File: src/rtl/fixed_point_mac_pkg.sv
// Shared fixed-point helpers: format widths, saturation limits and rounding mode.
// Imported by the MAC top and its round/saturate sub-block.
package fixed_point_mac_pkg;

   typedef enum logic {
      RND_TRUNC   = 1'b0,
      RND_HALF_UP = 1'b1
   } rnd_mode_t;

   // Sideband that travels alongside each beat through the pipeline
   typedef struct packed {
      logic      last;
      rnd_mode_t rnd;
   } side_t;

   function automatic int fxp_width(input int m, input int q);
      return m + q + 1;
   endfunction

   function automatic longint fxp_max(input int width);
      return (64'sd1 <<< (width - 1)) - 64'sd1;
   endfunction

   function automatic longint fxp_min(input int width);
      return -(64'sd1 <<< (width - 1));
   endfunction

   // Half an LSB of the shifted result; zero when nothing is shifted out
   function automatic longint fxp_half(input int shift);
      longint h;
      h = 64'sd0;
      if (shift > 0) h = 64'sd1 <<< (shift - 1);
      return h;
   endfunction

endpackage

File: src/rtl/fxp_round_sat.sv
// Combinational arithmetic right shift with optional round-half-up and
// saturation to a narrower signed format.
module fxp_round_sat
   import fixed_point_mac_pkg::*;
#(
   parameter int IN_W  = 24,
   parameter int SHIFT = 4,
   parameter int OUT_W = 8
) (
   input  logic signed [IN_W-1:0]  din,
   input  rnd_mode_t               rnd,
   output logic signed [OUT_W-1:0] dout,
   output logic                    ovf
);

   // One spare bit so the rounding increment cannot wrap the input
   localparam int EW = IN_W + 1;
   localparam logic signed [EW-1:0] HALF = EW'(fxp_half(SHIFT));
   localparam logic signed [EW-1:0] MAXV = EW'(fxp_max(OUT_W));
   localparam logic signed [EW-1:0] MINV = EW'(fxp_min(OUT_W));

   logic signed [EW-1:0] biased;
   logic signed [EW-1:0] shifted;

   always_comb begin
      biased = {din[IN_W-1], din};
      if (rnd == RND_HALF_UP) biased = biased + HALF;
      shifted = biased >>> SHIFT;
      dout    = shifted[OUT_W-1:0];
      ovf     = 1'b0;
      if (shifted > MAXV) begin
         dout = MAXV[OUT_W-1:0];
         ovf  = 1'b1;
      end else if (shifted < MINV) begin
         dout = MINV[OUT_W-1:0];
         ovf  = 1'b1;
      end
   end

endmodule

File: src/rtl/fixed_point_mac.sv
// Pipelined fixed-point multiply-accumulate: full-precision frame accumulation,
// one rounded/saturated result per frame, single global stall enable.
module fixed_point_mac
   import fixed_point_mac_pkg::*;
#(
   parameter int A_M   = 3,
   parameter int A_Q   = 4,
   parameter int B_M   = 3,
   parameter int B_Q   = 4,
   parameter int OUT_M = 3,
   parameter int OUT_Q = 4,
   parameter int GUARD = 8
) (
   input  logic                       clk,
   input  logic                       rst,
   input  logic                       in_valid,
   output logic                       in_ready,
   input  logic signed [A_M+A_Q:0]    in_a,
   input  logic signed [B_M+B_Q:0]    in_b,
   input  logic                       in_last,
   input  logic                       in_rnd,
   output logic                       out_valid,
   input  logic                       out_ready,
   output logic signed [OUT_M+OUT_Q:0] out_data,
   output logic                       out_ovf
);

   localparam int A_W    = fxp_width(A_M, A_Q);
   localparam int B_W    = fxp_width(B_M, B_Q);
   localparam int OUT_W  = fxp_width(OUT_M, OUT_Q);
   localparam int P_W    = A_W + B_W;
   localparam int ACC_W  = P_W + GUARD;
   localparam int SHIFT  = A_Q + B_Q - OUT_Q;
   localparam int STAGES = 3;

   if (OUT_Q > A_Q + B_Q) begin : g_bad_out_q
      $error("fixed_point_mac: OUT_Q must not exceed A_Q+B_Q");
   end

   logic                      en;
   logic [STAGES:1]           vld_pipe;
   side_t                     side1, side2;
   logic signed [P_W-1:0]     prod_c, prod;
   logic signed [ACC_W-1:0]   acc;
   logic                      first;
   logic signed [OUT_W-1:0]   rs_data, conv_data;
   logic                      rs_ovf, conv_ovf;
   logic                      conv_load;

   assign en       = !out_valid || out_ready;
   assign in_ready = en;
   assign prod_c   = in_a * in_b;

   // Stage 1: exact product
   always_ff @(posedge clk or posedge rst) begin
      if (rst) begin
         vld_pipe[1] <= 1'b0;
         side1       <= '{last: 1'b0, rnd: RND_TRUNC};
         prod        <= '0;
      end else if (en) begin
         vld_pipe[1] <= in_valid;
         if (in_valid) begin
            prod  <= prod_c;
            side1 <= '{last: in_last, rnd: rnd_mode_t'(in_rnd)};
         end
      end
   end

   // Stage 2: accumulate; first restarts the sum at the next frame boundary
   always_ff @(posedge clk or posedge rst) begin
      if (rst) begin
         vld_pipe[2] <= 1'b0;
         side2       <= '{last: 1'b0, rnd: RND_TRUNC};
         acc         <= '0;
         first       <= 1'b1;
      end else if (en) begin
         vld_pipe[2] <= vld_pipe[1];
         if (vld_pipe[1]) begin
            side2 <= side1;
            acc   <= (first ? '0 : acc) + {{GUARD{prod[P_W-1]}}, prod};
            first <= side1.last;
         end
      end
   end

   fxp_round_sat #(
      .IN_W  (ACC_W),
      .SHIFT (SHIFT),
      .OUT_W (OUT_W)
   ) u_round_sat (
      .din  (acc),
      .rnd  (side2.rnd),
      .dout (rs_data),
      .ovf  (rs_ovf)
   );

   assign conv_load = vld_pipe[2] && side2.last;

   // Stage 3: registered conversion, only for frame-closing beats
   always_ff @(posedge clk or posedge rst) begin
      if (rst) begin
         vld_pipe[3] <= 1'b0;
         conv_data   <= '0;
         conv_ovf    <= 1'b0;
      end else if (en) begin
         vld_pipe[3] <= conv_load;
         if (conv_load) begin
            conv_data <= rs_data;
            conv_ovf  <= rs_ovf;
         end
      end
   end

   // Output register; holds while the consumer stalls
   always_ff @(posedge clk or posedge rst) begin
      if (rst) begin
         out_valid <= 1'b0;
         out_data  <= '0;
         out_ovf   <= 1'b0;
      end else if (en) begin
         out_valid <= vld_pipe[3];
         if (vld_pipe[3]) begin
            out_data <= conv_data;
            out_ovf  <= conv_ovf;
         end
      end
   end

endmodule

File: config.mk
export PLATFORM = sky130hd
export DESIGN_NAME = fixed_point_mac
export DESIGN_NICKNAME = d
export VERILOG_FILES = /design/src/rtl/fixed_point_mac_pkg.sv /design/src/rtl/fxp_round_sat.sv /design/src/rtl/fixed_point_mac.sv
export SDC_FILE = /design/constraint.sdc
export NUM_CORES = 1
export LEC_CHECK = 0
export ABC_AREA = 1
export CAP_MARGIN = 25
export CORE_MARGIN = 1
export CORE_UTILIZATION = 40
export DETAILED_ROUTE_END_ITERATION = 10
export GPL_ROUTABILITY_DRIVEN = 0
export MAX_ROUTING_LAYER = met4
export PLACE_DENSITY = 0.68
export SLEW_MARGIN = 20
export SYNTH_ARGS = -nofsm -noshare
export SYNTH_HDL_FRONTEND = slang
export SYNTH_SLANG_ARGS = --single-unit
export TNS_END_PERCENT = 20
File: constraint.sdc
create_clock -name clk -period 2.9 [get_ports clk]
set_input_delay 0.58 -clock clk [delete_from_list [all_inputs] [get_ports clk]]
set_output_delay 0.58 -clock clk [all_outputs]
set_load 0.05 [all_outputs]
==> results.txt, run 1 <==
----------------------------------------------------
[Finish]
  Filler cell count in the final layout ... 1656
  Final std cell area, no fill ... 8880 um^2
  Most frequent standard cell in the layout excluding fill and tap cells ... nand2_1
  Proportion of layout cells with a drive suffix above 1 ... 21.4%
  Number of antenna diodes ... 0
  Footprint of the flip-flops and latches ... 1680 um^2
  Most used cells in the layout excluding fill and tap cells ... nand2_1, inv_1, nor2_1, dfrtp_1, buf_4
  Final non-filler cell total ... 1304
  Multi-input combinational cell area ... 4900 um^2
  Final #Nets ... 1206
  Area overhead of the layout relative to synthesis ... 24.4%
  Fin util ... 51.1%

[Critical path]
  Slowest stage cell, crit path ... fa_1
  Top fanout value on the critical path ... 5
  Cell chain of the critical path ... buf_8, or2_4, fa_1, fa_1, inv_1, fa_1, inv_2, fa_1, inv_2, ha_4, a21oi_4, nor2_1, o31ai_2, o2111ai_1, or2_4, a31oi_1
  Worst R2R Path Depth ... 12
  Setup Crit Path Kind ... input port to flop
  Most used cell, CP ... fa_1
  Critical register-to-register path startpoint ... first
  Required time of the critical path ... 3.16 ns
  Endpoint class of the critical path ... flop
  Setup slack on the worst flop-to-flop path ... 0.12 ns
  CP arrival ... 4.25 ns
  Source of the critical timing path ... in_a[0]
  Capture point of the critical path ... prod[14]
  Kind of start point of the critical path ... input port
  R2r endpoint ... acc[22]
  Worst path max stage delay ... 0.51 ns

[Synth]
  Count of warnings emitted by yosys ... 0
  Async set-reset flop share out of synthesis ... 100%
  Portion of the post-synthesis area used by sequential elements ... 23.5%
  Post-synthesis sequential element count ... 67
  Top post-synthesis cells by area ... dfrtp_1, fa_1, nand2_1
  Cell Area, Synth ... 7140 um^2
  Gate count of the mapped netlist ... 988
  Top cell type by total area after synthesis ... dfrtp_1
  Post-synthesis net count ... 1119
  Post-synth EDFFs ... 0
  Average cell area after synthesis ... 7.22 um^2
  Unique masters post-synth ... 36
  Flip-flop cell with the highest count after synthesis ... dfrtp_1
  Area share of the leading cell type in the synthesized netlist ... 23.1%

[Floorplanning]
  Die X-Extent ... 136 um
  Number of core rows ... 48
  Initial cell density of the core ... 41.1%
  Die area ... 18400 um^2
  Boundary Pins ... 33
  Floorplan Core Area ... 17400 um^2
  Vertical die dimension ... 136 um

[Clocking]
  Num CTS Buffers ... 9
  Hold buffers post-CTS ... 0
  CTS root buf ... clkbuf_16
  Maximum clock path buffer count ... 2
  Clock-pin slew reported for the worst setup and hold paths after clock tree synthesis ... 0.06 ns
  Clock insertion delay at the later pin of the skew report ... 0.34 ns
  Count of clock tree sinks ... 67
  CTS tree ... yes
  CTS H-tree lvls ... 3

[Timing]
  Unrepaired setup endpoints after global routing ... true
  Tightest Pin Transition ... 0.496 ns
  Post-route setup slack ... -1.09 ns
  Max Clock Freq ... 251 MHz
  Setup-violating endpoint count in the final report ... 11
  Final Skew ... 0.00882 ns
  Final Hold Fails ... 0
  Portion of the clock cycle consumed by the worst path in the final layout ... 137%
  Final Max Slew Viols ... 0
  Shortest clock period the worst path allows after layout ... 3.99 ns
  Worst slew margin relative to its limit ... 66.8%
  Setup tns final ... -8.94 ns

[Place]
  Detailed placer's ending HPWL ... 12900 um
  Buffers added on ports ... 32
  Placed cell areas ... 8230 um^2
  Instance count after placement with tap cells included ... 1280

[GRT]
  Wire length of the first global-routing pass ... 27600 um
  Largest net degree at the start of global routing ... 68
  Total Routing Usage GR ... 19.2%
  Global-route congestion overflow total ... 0
  Number of global-route vias before repair ... 6228
  Initial antenna violation count ... 0

[Power]
  Worst VDD drop ... 0.000532 V
  Static leakage ... 4.65 nW
  Pwr Density ... 1150 nW/um^2

[Drt]
  Final wirelength ... 16000 um
  Remaining DRCs ... 0
  Number of DRC violations after detailed-routing iteration 0 ... 227
  Total via count in the routed design ... 6194
  Average wire length per cell after detail routing ... 12.3 um
  Antenna Violating Nets Remaining ... 0
  Length of the first detailed-routing pass in iterations ... 4
  Via-to-Cell Ratio ... 4.75

[Run status]
  Violated checks ... setup timing
  Result of the run ... finished, violations left

[Min path]
  Worst hold-check path type ... flop to flop

[Job]
  Reported max-cap violation count ... 0

----------------------------------------------------
[layer usage]
layer  track usage (%)  up-vias  wire length [um]
met2              34.4       93              8290
li1                  -     3212                 -
met3              2.47       25               383
met5                 -        -                 0
met1              22.0     2864              6990
met4              6.30        0               323
[cells in the mapped netlist (3+ instances only)]
master / instances
a21o_1: 3
a21oi_1: 41
a21oi_2: 3
a31oi_1: 12
clkbuf_1: 25
dfrtp_1: 66
fa_1: 56
ha_1: 53
inv_1: 214
mux2_2: 9
nand2_1: 228
nand2_2: 4
nand3_1: 43
nand3b_1: 3
nand4_1: 6
nor2_1: 93
nor2_4: 4
nor3_1: 10
o21ai_0: 52
o21bai_1: 5
or2_2: 23
xnor2_1: 8
xor2_1: 14
[power by group]
group / internal, mW / switching (mW)
Clock: 0.837 / 0.421
Sequential: 1.39 / 0.346
Combinational: 3.08 / 4.10
[state kept, by name, indices dropped and copies added, names as in the netlist, 2 cells and up]
| register | count |
|---|---|
| acc | 24 |
| conv_data | 8 |
| out_data | 8 |
| prod | 16 |
| side1 | 2 |
| side2 | 2 |
| vld_pipe | 3 |
[logic make-up (layout without fill, tap and decap cells)]
group | count (synthesis) | after routing | share of synthesized area (%)
XOR/XNOR | 22 | 22 | 2.70
buffers and inverters | 239 | 330 | 12.6
adder cells (fa/ha/maj) | 109 | 109 | 25.0
multiplexers | 9 | 9 | 1.42
flip-flops | 67 | 67 | 23.5
AND/OR/NAND/NOR | 420 | 420 | 25.2
AO/OA/AOI/OAI | 122 | 122 | 9.56
[area by class of cell]
class                   instances  share of cell area [%]
clock buffers                   9                    2.54
well taps                     225                    3.17
inverters                     214                    9.11
repair buffers                101                    9.80
clock inverters                 6                    1.30
flip-flops and latches         67                    18.9
multi-input cells             682                    55.2
[worst min path at each step]
| stage | startpoint | end | cells past startpoint |
|---|---|---|---|
| final | vld_pipe[3] | out_valid | 2 |
| after CTS | vld_pipe[3] | out_valid | 2 |
| after detailed placement | vld_pipe[3] | out_valid | 2 |
| after global placement | vld_pipe[3] | out_valid | 2 |
| after floorplan | vld_pipe[3] | out_valid | 2 |
| after global routing | side1[0] | side1[0] | 2 |
[through the flow]
stage          setup WS, ns  power (mW)  hold WS [ns]
2_1_floorplan         -1.34        6.45         0.445
3_3_place_gp          -1.98        8.05         0.458
3_5_place_dp          -2.06        8.20         0.462
4_1_cts               -1.26        9.58         0.477
5_1_grt               -1.22        11.2         0.500
6_report              -1.09        10.2         0.477
[worst max-delay path, delay by kind of cell]
kind            cells  cell delay [ns]
compound gates      4             0.63
buf+inv             4             0.25
fa+ha+maj           5             2.19
simple gates        3             0.58
[what timing repair did]
| action | CTS | global route |
|---|---|---|
| pin swaps | 29 | 66 |
| buffers inserted | 3 | 6 |
| resized for setup | 99 | 72 |
| setup endpoints to repair | 12 | 15 |
No activity file was read; power rests on OpenSTA's default activity.
==> run 2: changes to the inputs <==
Settings changed: SETUP_SLACK_MARGIN from default to 0.15.
==> results.txt, run 2 (same netlist as run 1, synthesis figures left out) <==
----------------------------------------------------
[Drt]
  Total via count in the routed design ... 6204 (+0.16%)
  Length of the first detailed-routing pass in iterations ... 4 (unchanged)
  Average wire length per cell after detail routing ... 12.4 um (+0.82%)
  Antenna Violating Nets Remaining ... 0 (unchanged)
  Via-to-Cell Ratio ... 4.75 (about the same)
  Number of DRC violations after detailed-routing iteration 0 ... 215 (-5.3%)
  Final wirelength ... 16100 um (+0.89%)
  Remaining DRCs ... 0 (unchanged)

[Floorplanning]
  Die X-Extent ... 136 um (unchanged)
  Initial cell density of the core ... 41.1% (unchanged)
  Boundary Pins ... 33 (unchanged)
  Vertical die dimension ... 136 um (unchanged)
  Die area ... 18400 um^2 (unchanged)
  Floorplan Core Area ... 17400 um^2 (unchanged)
  Number of core rows ... 48 (unchanged)

[Timing]
  Tightest Pin Transition ... 0.496 ns (unchanged)
  Max Clock Freq ... 251 MHz (+0.16%)
  Portion of the clock cycle consumed by the worst path in the final layout ... 137% (-0.21 points)
  Final Skew ... 0.00871 ns (-0.000110 ns)
  Worst slew margin relative to its limit ... 66.8% (unchanged)
  Final Max Slew Viols ... 0 (unchanged)
  Setup-violating endpoint count in the final report ... 11 (unchanged)
  Post-route setup slack ... -1.08 ns (+0.00620 ns)
  Final Hold Fails ... 0 (unchanged)
  Shortest clock period the worst path allows after layout ... 3.98 ns (-0.00620 ns)
  Setup tns final ... -8.67 ns (+0.278 ns)
  Unrepaired setup endpoints after global routing ... true
  Final hold slack ... 0.477 ns (+0.00000100 ns)

[Finish]
  Footprint of the flip-flops and latches ... 1680 um^2 (unchanged)
  Fin util ... 51.6% (+0.43 points)
  Filler cell count in the final layout ... 1651 (-0.30%)
  Register with the most flip-flops ... acc
  Area overhead of the layout relative to synthesis ... 25.4%
  Most frequent standard cell in the layout excluding fill and tap cells ... nand2_1
  Final #Nets ... 1207 (+0.083%)
  Most used cells in the layout excluding fill and tap cells ... nand2_1, inv_1, nor2_1, dfrtp_1, buf_4
  Flip-flop count of the largest register, all copies and words added ... 24 (unchanged)
  Proportion of layout cells with a drive suffix above 1 ... 22.5% (+1.1 points)
  Number of antenna diodes ... 0 (unchanged)
  Largest regs ... acc: 24 flops, prod: 16 flops
  Multi-input combinational cell area ... 4940 um^2 (+0.92%)

[Critical path]
  Gate family responsible for the most delay along the worst path ... adder cells
  Setup Crit Path Kind ... input port to flop
  CP arrival ... 4.24 ns (about the same)
  Worst path max stage delay ... 0.51 ns (about the same)
  Cell chain of the critical path ... buf_8, or2_4, fa_1, fa_1, inv_1, fa_1, inv_2, fa_1, inv_2, ha_4, a21oi_4, nor2_1, o31ai_2, o2111ai_1, or2_4, a31oi_1
  Endpoint class of the critical path ... flop
  Most used cell, CP ... fa_1
  Top fanout value on the critical path ... 5 (unchanged)
  Slowest stage cell, crit path ... fa_1
  Required time of the critical path ... 3.16 ns (about the same)
  Critical path buffers and inverters ... 4 (unchanged)
  Kind of start point of the critical path ... input port

[Clocking]
  Clock insertion delay at the later pin of the skew report ... 0.34 ns (about the same)
  Maximum clock path buffer count ... 2 (unchanged)
  CTS root buf ... clkbuf_16
  CTS H-tree lvls ... 3 (unchanged)
  Hold buffers post-CTS ... 0 (unchanged)
  Clock-pin slew reported for the worst setup and hold paths after clock tree synthesis ... 0.06 ns (about the same)
  Count of clock tree sinks ... 67 (unchanged)
  CTS tree ... yes
  Num CTS Buffers ... 9 (unchanged)

[Place]
  Detailed placer's ending HPWL ... 12900 um (unchanged)
  Buffers added on ports ... 32 (unchanged)

[GRT]
  Initial antenna violation count ... 0 (unchanged)
  Number of global-route vias before repair ... 6232 (+0.064%)
  Wire length of the first global-routing pass ... 27500 um (about the same)
  Largest net degree at the start of global routing ... 68 (unchanged)
  Global-route congestion overflow total ... 0 (unchanged)
  Total Routing Usage GR ... 19.2% (unchanged)

[Run status]
  Violated checks ... setup timing
  Result of the run ... finished, violations left

[Min path]
  Worst hold-check path type ... flop to flop

[Job]
  Reported max-cap violation count ... 0 (unchanged)

[Power]
  Overall power ... 10.2 mW (+0.59%)
  Static leakage ... 4.66 nW (+0.16%)
  Worst VDD drop ... 0.000533 V (+0.20%)
  Pwr Density ... 1140 nW/um^2 (-0.24%)

----------------------------------------------------
[run 2: layout make-up]
type                       instances  share of cell area (%)
clock buffer                       9                    2.52
clock inverter                     6                    1.29
inverter                         214                    9.03
multi-input combinational        682                    55.2
sequential                        67                    18.7
tap                              225                    3.15
timing repair buffer             102                    10.0
[run 2: where the power goes]
group          internal (mW)  switching [mW]  leakage (nW)
Combinational           3.10            4.14          3.72
Sequential              1.39           0.346         0.779
Clock                  0.837           0.425         0.162
[run 2: worst paths after layout]
check	startpoint	cells after the start	end	slack [ns]
max in group asynchronous	rst	3	first	1.96
min	vld_pipe[3]	2	out_valid	0.48
min in group asynchronous	rst	3	out_data[0]	0.64
min reg2reg	vld_pipe[3]	2	out_valid	0.48
max reg2reg	first	12	acc[22]	0.11
max	in_a[0]	16	prod[14]	-1.08
[run 2: worst reg2reg max path: cells and delay by family, from the launching register on]
family	cells	cell delay, ns
flops	1	0.64
fa+ha+maj	1	0.36
compound gates	4	0.66
simple gates	6	0.82
buf+inv	1	0.19
[run 2: repair_timing]
item | CTS | global route
setup endpoints to repair | 14 | 22
pin swaps | 30 | 71
setup buffers | 3 | 7
resized for setup | 102 | 89
[run 2: per-layer routing]
metal / vias up / track usage (%) / routed length (um)
li1: 3209 / - / -
met1: 2875 / 22.0 / 7020
met2: 94 / 34.4 / 8390
met3: 26 / 2.47 / 386
met4: 0 / 6.30 / 321
met5: - / - / 0
[run 2: metrics by stage]
| stage | area [um^2] | setup slack (ns) | instances |
|---|---|---|---|
| floorplan | 7310 | -1.34 | 988 |
| global placement | 8230 | -1.98 | 1280 |
| detailed placement | 8230 | -2.06 | 1280 |
| CTS | 8610 | -1.26 | 1298 |
| global route | 8950 | -1.22 | 1305 |
| finish | 8950 | -1.08 | 1305 |
